--- config.mk ---
export PLATFORM = sky130hd
export DESIGN_NAME = omsp_spm_key_loader
export DESIGN_NICKNAME = d
export VERILOG_FILES = /design/src/rtl/omsp_spm_key_loader_pkg.sv /design/src/rtl/omsp_spm_key_loader.sv
export SDC_FILE = /design/constraint.sdc
export NUM_CORES = 1
export LEC_CHECK = 0
export CAP_MARGIN = 20
export CORE_MARGIN = 2
export CORE_UTILIZATION = 37
export CTS_CLUSTER_DIAMETER = 30
export CTS_CLUSTER_SIZE = 10
export DETAILED_ROUTE_END_ITERATION = 8
export GPL_TIMING_DRIVEN = 0
export PLACE_DENSITY = 0.75
export SETUP_SLACK_MARGIN = 0.15
export SYNTH_ARGS = -nofsm -noshare
export SYNTH_HDL_FRONTEND = slang
export SYNTH_SLANG_ARGS = --single-unit
--- constraint.sdc ---
create_clock -name mclk -period 1.7 [get_ports mclk]
set_clock_uncertainty 0.15 [all_clocks]
set_input_delay 0.34 -clock mclk [delete_from_list [all_inputs] [get_ports mclk]]
set_output_delay 0.34 -clock mclk [all_outputs]
set_load 0.005 [all_outputs]
--- src/rtl/omsp_spm_key_loader_pkg.sv ---
// Shared definitions for the SPM key-write path: loader state encoding and
// key geometry helpers also used by omsp_spm_control.
package omsp_spm_key_loader_pkg;

    typedef enum logic [2:0] {
        ST_IDLE,
        ST_SELECT,
        ST_WRITE,
        ST_FLUSH,
        ST_DONE,
        ST_ERROR
    } spm_kl_state_e;

    // Number of 16-bit words in a key of the given width.
    function automatic int nwords(input int security);
        return security / 16;
    endfunction

    // Width of the key word index bus.
    function automatic int key_idx_size(input int security);
        return $clog2(security / 16 + 1);
    endfunction

endpackage

--- src/rtl/omsp_spm_key_loader.sv ---
// Writer side of the SPM key-write interface: streams a crypto-derived key into
// the SPM control array one 16-bit word at a time, aborting on select loss or violation.
module omsp_spm_key_loader
    import omsp_spm_key_loader_pkg::*;
#(
    parameter int SECURITY     = 64,
    parameter int KEY_IDX_SIZE = key_idx_size(SECURITY)
) (
    input  logic                    mclk,
    input  logic                    puc_rst,
    input  logic                    start,
    input  logic [15:0]             target_id,
    input  logic                    word_valid,
    input  logic [15:0]             word_data,
    output logic                    word_ready,
    output logic [15:0]             spm_key_select,
    input  logic                    spm_key_select_valid,
    input  logic                    violation,
    output logic                    write_key,
    output logic [15:0]             key_in,
    output logic [KEY_IDX_SIZE-1:0] key_idx,
    output logic                    busy,
    output logic                    done,
    output logic                    error
);

    localparam int                      NWORDS   = nwords(SECURITY);
    localparam logic [KEY_IDX_SIZE-1:0] LAST_IDX = KEY_IDX_SIZE'(NWORDS - 1);

    spm_kl_state_e           state;
    spm_kl_state_e           next_state;
    logic [KEY_IDX_SIZE-1:0] word_cnt;
    logic                    in_seq;
    logic                    abort;
    logic                    accept;

    // The DONE/ERROR pulse cycles count as idle so busy covers only the active sequence.
    assign in_seq     = (state == ST_SELECT) || (state == ST_WRITE) || (state == ST_FLUSH);
    assign abort      = in_seq && (violation || !spm_key_select_valid);
    assign word_ready = (state == ST_WRITE);
    assign accept     = word_ready && word_valid;
    assign busy       = in_seq;
    assign done       = (state == ST_DONE);
    assign error      = (state == ST_ERROR);

    always_comb begin
        // NOTE: next_state gets a default first so no path through the case infers a latch.
        next_state = state;
        case (state)
            ST_IDLE:   if (start) next_state = ST_SELECT;
            ST_SELECT: next_state = abort ? ST_ERROR : ST_WRITE;
            ST_WRITE: begin
                if (abort)
                    next_state = ST_ERROR;
                else if (accept && (word_cnt == LAST_IDX))
                    next_state = ST_FLUSH;
            end
            ST_FLUSH:  next_state = abort ? ST_ERROR : ST_DONE;
            ST_DONE:   next_state = ST_IDLE;
            ST_ERROR:  next_state = ST_IDLE;
            default:   next_state = ST_IDLE;
        endcase
    end

    // NOTE: all state below uses non-blocking assignments so every register samples pre-edge values.
    always_ff @(posedge mclk or posedge puc_rst) begin
        if (puc_rst) begin
            state <= ST_IDLE;
        end else begin
            state <= next_state;
        end
    end

    always_ff @(posedge mclk or posedge puc_rst) begin
        if (puc_rst) begin
            spm_key_select <= 16'h0000;
            word_cnt       <= '0;
            write_key      <= 1'b0;
            key_in         <= 16'h0000;
            key_idx        <= '0;
        end else begin
            write_key <= 1'b0;

            if ((state == ST_IDLE) && start)
                spm_key_select <= target_id;
            else if ((next_state == ST_DONE) || (next_state == ST_ERROR))
                spm_key_select <= 16'h0000;

            if (state == ST_SELECT)
                word_cnt <= '0;

            // A word taken in an abort cycle is dropped; key_in/key_idx keep their last value.
            if (accept && !abort) begin
                write_key <= 1'b1;
                key_in    <= word_data;
                key_idx   <= word_cnt;
                if (word_cnt != LAST_IDX)
                    word_cnt <= word_cnt + 1'b1;
            end
        end
    end

endmodule
Word-level counts from Yosys, hierarchy flattened. Cells that the tools add are included.

Input port bits: 38. Register bits after elaboration: 42. Output and inout bits: 40. Word-level logic and storage cells: 41.

Equality and inequality tests: 9. Reduce and logical (&&, ||, !) cells: 13. Muxes and demuxes: 12. Add/subtract/negate cells: 1.

Operator list (count): 16-bit two-way mux (2); 3-bit two-way mux (7); 3-bit == test (second input constant) (4); 3-bit one-hot mux with 4 select lines (1); 3-bit by 2-bit == test with 1-bit output (second input constant) (3); 1-bit logical AND (5); 1-bit logical OR (4); 3-bit by 1-bit adder with 3-bit output (second input constant) (1); 3-bit by 1-bit == test with 1-bit output (second input constant) (1); 3-bit logical NOT (1); 3-bit by 2-bit inequality test with 1-bit output (second input constant) (1); 1-bit logical NOT (2); 1-bit two-way mux (2); 2-bit nonzero test (1).

Logic depth before layout (Yosys ltp).
Depth in word-level cells: 10. Depth in mapped cells: 6.

Worst setup path before layout. Ideal clock, no wire load.

Kind: input -> register. Start point: in violation. End point: reg key_idx[2]. Required time: 1423 ps. Buffers on the path: 1. Arrival: 1313 ps. Stages on the path: 4. Setup slack: 109 ps. Cells stage by stage: nand2b_2 > nor3_4 > buf_6 > mux2_1.

Word-level cells in the longest chain between the ends: 4.

Ends and longest elaborated chain: start, declared (line omsp_spm_key_loader.sv:18) `input logic violation,`; 1-bit logical OR (line omsp_spm_key_loader.sv:39) `assign abort = in_seq && (violation || !spm_key_select_valid);`; 1-bit logical AND (line omsp_spm_key_loader.sv:39); 1-bit logical NOT (line omsp_spm_key_loader.sv:93) `if (accept && !abort) begin`; 1-bit logical AND (line omsp_spm_key_loader.sv:93); end signal, assigned (line omsp_spm_key_loader.sv:96) `key_idx <= word_cnt;`; end, declared (line omsp_spm_key_loader.sv:21) `output logic [KEY_IDX_SIZE-1:0] key_idx,`.

No other way between the ends. A chain may end at the register's enable or synchronous reset.

Final worst setup path.
Start point: reg state[1]. End point: reg spm_key_select[2].

Word-level cells in the longest chain between the ends: 9. Elaborated cells between the ends (all ways): 21. Classes of those cells: eq/ne (5); mux (7); reduce/logical (9).

Ends and longest elaborated chain: start, declared (line omsp_spm_key_loader.sv:30) `spm_kl_state_e state;`; start signal, assigned (line omsp_spm_key_loader.sv:70) `state <= next_state;`; 3-bit by 2-bit == test with 1-bit output or 3-bit by 1-bit == test with 1-bit output (tied branches) (line omsp_spm_key_loader.sv:38, omsp_spm_key_loader.sv:40, omsp_spm_key_loader.sv:49); 1-bit logical AND or 1-bit logical OR (tied branches) (line omsp_spm_key_loader.sv:41, omsp_spm_key_loader.sv:38); 1-bit logical AND or 1-bit logical OR (tied branches) (line omsp_spm_key_loader.sv:55, omsp_spm_key_loader.sv:38); 3-bit two-way mux or 1-bit logical AND (tied branches) (line omsp_spm_key_loader.sv:55, omsp_spm_key_loader.sv:39); 3-bit two-way mux (tied with other cells) (line omsp_spm_key_loader.sv:53) `if (abort)`; 3-bit one-hot mux with 4 select lines (line omsp_spm_key_loader.sv:49) `case (state)`; 3-bit == test (line omsp_spm_key_loader.sv:86) `else if ((next_state == ST_DONE) || (next_state == ST_ERROR))`; 1-bit logical OR (line omsp_spm_key_loader.sv:86); 2-bit nonzero test (no source line); end signal, assigned (line omsp_spm_key_loader.sv:85) `spm_key_select <= target_id;`; end, declared (line omsp_spm_key_loader.sv:16) `output logic [15:0] spm_key_select,`.

Several ways; a longest one is shown, not always the timed one.

==> run_results.csv <==
group,metric,value,unit
setup_path,r2r.worst_path.cells,6,
grt,antenna_found_initial,0,
setup_path,worst-path-stages,6,
power,p_leak,1.569,nW
sta,finalHoldViolCount,0,
sta,fin_crit,1749,ps
logic_synthesis,yosysSeqAreaShare,59.45,%
sta,setup_viol_count_final,30,
detailed_routing,drcViolationCount,0,
detailed_routing,route.final.wire_length,4357,µm
detailed_routing,dr_total_vias,1394,
placed_design,pre_cts_ws,-366.3,ps
cts,root_buffer,"clkbuf_8",
sta,slew_headroom,41.49,%
placed_design,gp_congestion,0.7667,
logic_synthesis,synth-compound-area-share,13.23,%
grt,gr-total-overflow,0,
logic_synthesis,synth_top_family_by_area,"compound AO/OA/AOI/OAI gates",
sta,whs,342.8,ps
min_path,whs_endpoint,"spm_key_select[7]",
logic_synthesis,syn_inst,119,
grt,grt_first_pass_wirelength,6630,µm
logic_synthesis,synth_seq_cells,42,
logic_synthesis,synthMuxAreaShare,13.23,%
logic_synthesis,synthAdderAreaFrac,0.7077,%
logic_synthesis,yosys.cell_types.count,30,
cts,cts.sink_count,42,
layout,nets,272,
setup_path,slowest_delay,410,ps
layout,drive_above_1_share,34.76,%
cts,cts_hold_buf,0,
cts,clk_pin_slew,70,ps
cts,clk-insertion-delay-late,280,ps
setup_path,critPathMaxFanout,6,
cts,clockBufferDepth,2,
min_path,whs_path_depth,1,
sta,finalSetupTns,-914.3,ps
setup_path,crit_path_cell_trace,"buf_6 -> buf_4 -> or3_4 -> o2111ai_4 -> clkbuf_16 -> a22o_1",
min_path,min-delay-start,"spm_key_select[7]",
floorplanning,rows,25,
floorplanning,initial_core_util,37.93,%
placed_design,dpl_cell_area,2615,µm²
setup_path,critical_path.startpoint_type,"register",
detailed_routing,dr.pass1.iters,4,
power,ir_worst_vdd,0.7510,mV
detailed_routing,ant_nets,0,
logic_synthesis,syn_avg_cell_area,14.86,µm²
setup_path,regToRegEndpoint,"spm_key_select[2]",
setup_path,cp-end-kind,"register",
setup_path,timing_worst_setup_path_type,"reg2reg",
layout,final_cell_area,3038,µm²
setup_path,required,1770,ps
setup_path,crit_family,"buffers and inverters",
grt,grtUsageTotal,16.36,%
floorplanning,core,4661,µm²
detailed_routing,dr.first_iter.drc_count,30,
detailed_routing,routedWlPerCell,15.18,µm
floorplanning,dieArea,5347,µm²
layout,diodes,0,
sta,rsz0062_at_grt,"true",
layout,mostFrequentLayoutCells,"dfrtp_1 (42), dlygate4sd2_1 (39), clkdlybuf4s50_1 (35), mux2_4 (18), buf_4 (17)",
min_path,hp-class,"reg2reg",
sta,min_period_over_period,102.9,%
layout,final_common_cell,"dfrtp_1",
logic_synthesis,synth_xor_area_share,0,%
setup_path,crit_buf_inv,3,
setup_path,rrSetupSlack,-50,ps
grt,grt_max_degree,43,
layout,multi_input_area,735.7,µm²
run_status,violations,"setup timing",
cts,cts_tree,"done",
setup_path,cp.arrival,1820,ps
setup_path,cp_slowest_cell,"dfrtp_1",
logic_synthesis,synthesis.nets,158,
job,maxCapViolCount,0,
sta,max_freq,0.5719,GHz
cts,h-tree-depth,2,
placed_design,port_buffers,77,
detailed_routing,drt-vias-per-instance,4.857,
sta,setup_ws,-48.54,ps
cts,numCtsBuffers,5,
sta,finalMaxSlewViolations,0,
floorplanning,dieWidth,73.13,µm
floorplanning,io_pins,78,
logic_synthesis,synth-simple-area-share,7.785,%
power,power_density,1310,nW/µm²
layout,fill_cells,368,
grt,grt_pass1_vias,1341,
layout,post-route-util,65.18,%
floorplanning,die_h,73.13,µm
sta,tightestPinTransition,876.4,ps
placed_design,hpwl,2581,µm
layout,register_area,1051,µm²
setup_path,r2r_start,"state[1]",
logic_synthesis,synth_area,1768,µm²
layout,areaGrowthSynthToFinish,71.83,%
logic_synthesis,yosys_warnings,0,
run_status,status,"complete, but fails checks",
-- worst reg2reg max path, delay by kind of cell, from the launching register on --
| family | cells | cell delay (ps) |
|---|---|---|
| flip-flops | 1 | 410 |
| buffers and inverters | 3 | 480 |
| AND/OR/NAND/NOR | 1 | 340 |
| AO/OA/AOI/OAI | 2 | 290 |
-- flip-flops by register name (all words and copies together), names as in the netlist --
name	count
key_in	16
spm_key_select	16
key_idx	3
state	3
word_cnt	3
write_key	1
-- power by group --
part,internal [mW],switching (mW)
Combinational,1.21,0.697
Clock,0.283,0.304
Sequential,1.33,0.161
-- layer usage --
metal / vias up / share of wire [%] / wire length, µm / GRT usage, %
li1: 657 / - / - / -
met1: 671 / 47 / 2068 / 22.80
met2: 61 / 45 / 1941 / 24.52
met3: 5 / 6.5 / 284 / 4.144
met4: 0 / 1.4 / 63 / 6.173
met5: - / 0 / 0 / 0
-- metrics by stage --
| step | power, mW | instances |
|---|---|---|
| after floorplan | 2.206 | 119 |
| after global placement | 3.084 | 250 |
| after detailed placement | 3.095 | 250 |
| after CTS | 3.807 | 277 |
| after global routing | 4.231 | 287 |
| final | 3.979 | 287 |
-- cell usage after synthesis --
cell type	n	area share, %
a2111oi_4	1	1.6
a211oi_1	2	0.85
a21oi_1	2	0.57
a22o_1	16	7.9
and3_1	1	0.35
buf_2	1	0.28
buf_4	1	0.42
buf_6	5	3.2
buf_8	1	0.85
dfrtp_1	42	59
ha_1	1	0.71
inv_1	3	0.64
inv_2	1	0.21
mux2_1	18	11
mux2_2	1	0.64
mux2i_1	2	1.1
nand2_1	3	0.64
nand2b_1	2	0.71
nand2b_2	1	0.50
nand3b_1	1	0.42
nand3b_4	1	1.1
nand4bb_1	1	0.64
nor2_1	5	1.1
nor3_1	1	0.28
nor3_4	1	0.92
o2111ai_4	1	1.5
o211a_1	1	0.57
o21ai_0	1	0.28
or3_4	1	0.64
or3b_2	1	0.50
-- timing repair --
| action | 4_1_cts | 5_1_grt |
|---|---|---|
| buffers inserted | 17 | 9 |
| gates cloned | 3 | 1 |
| resized for setup | 82 | 11 |
| setup endpoints to repair | 70 | 42 |
| pin swaps | 4 | 3 |
-- how the worst max path moves through the flow --
stage / from / endpoint / slack (ps)
final: state[1] / spm_key_select[2] / -50
after global routing: state[1] / key_in[14] / -120
after CTS: state[0] / word_ready / -30
after detailed placement: spm_key_select_valid / key_in[11] / -370
after global placement: puc_rst / spm_key_select[14] / -640
after floorplan: state[0] / key_idx[2] / 120
-- final cells by class --
cell class                      count  share of cell area, %
Multi-Input combinational cell     65                  24.22
Sequential cell                    42                  34.60
Tap cell                           54                  2.224
Clock buffer                        7                  2.512
Timing Repair Buffer              107                  32.95
Buffer                              8                  3.007
Inverter                            4                 0.4942
-- cells by family after synthesis --
logic type      count (synthesis)
simple gates                   19
compound gates                 24
mux                            21
fa+ha+maj                       1
buf+inv                        12
flops                          42
No activity file was read; power rests on OpenSTA's default activity.
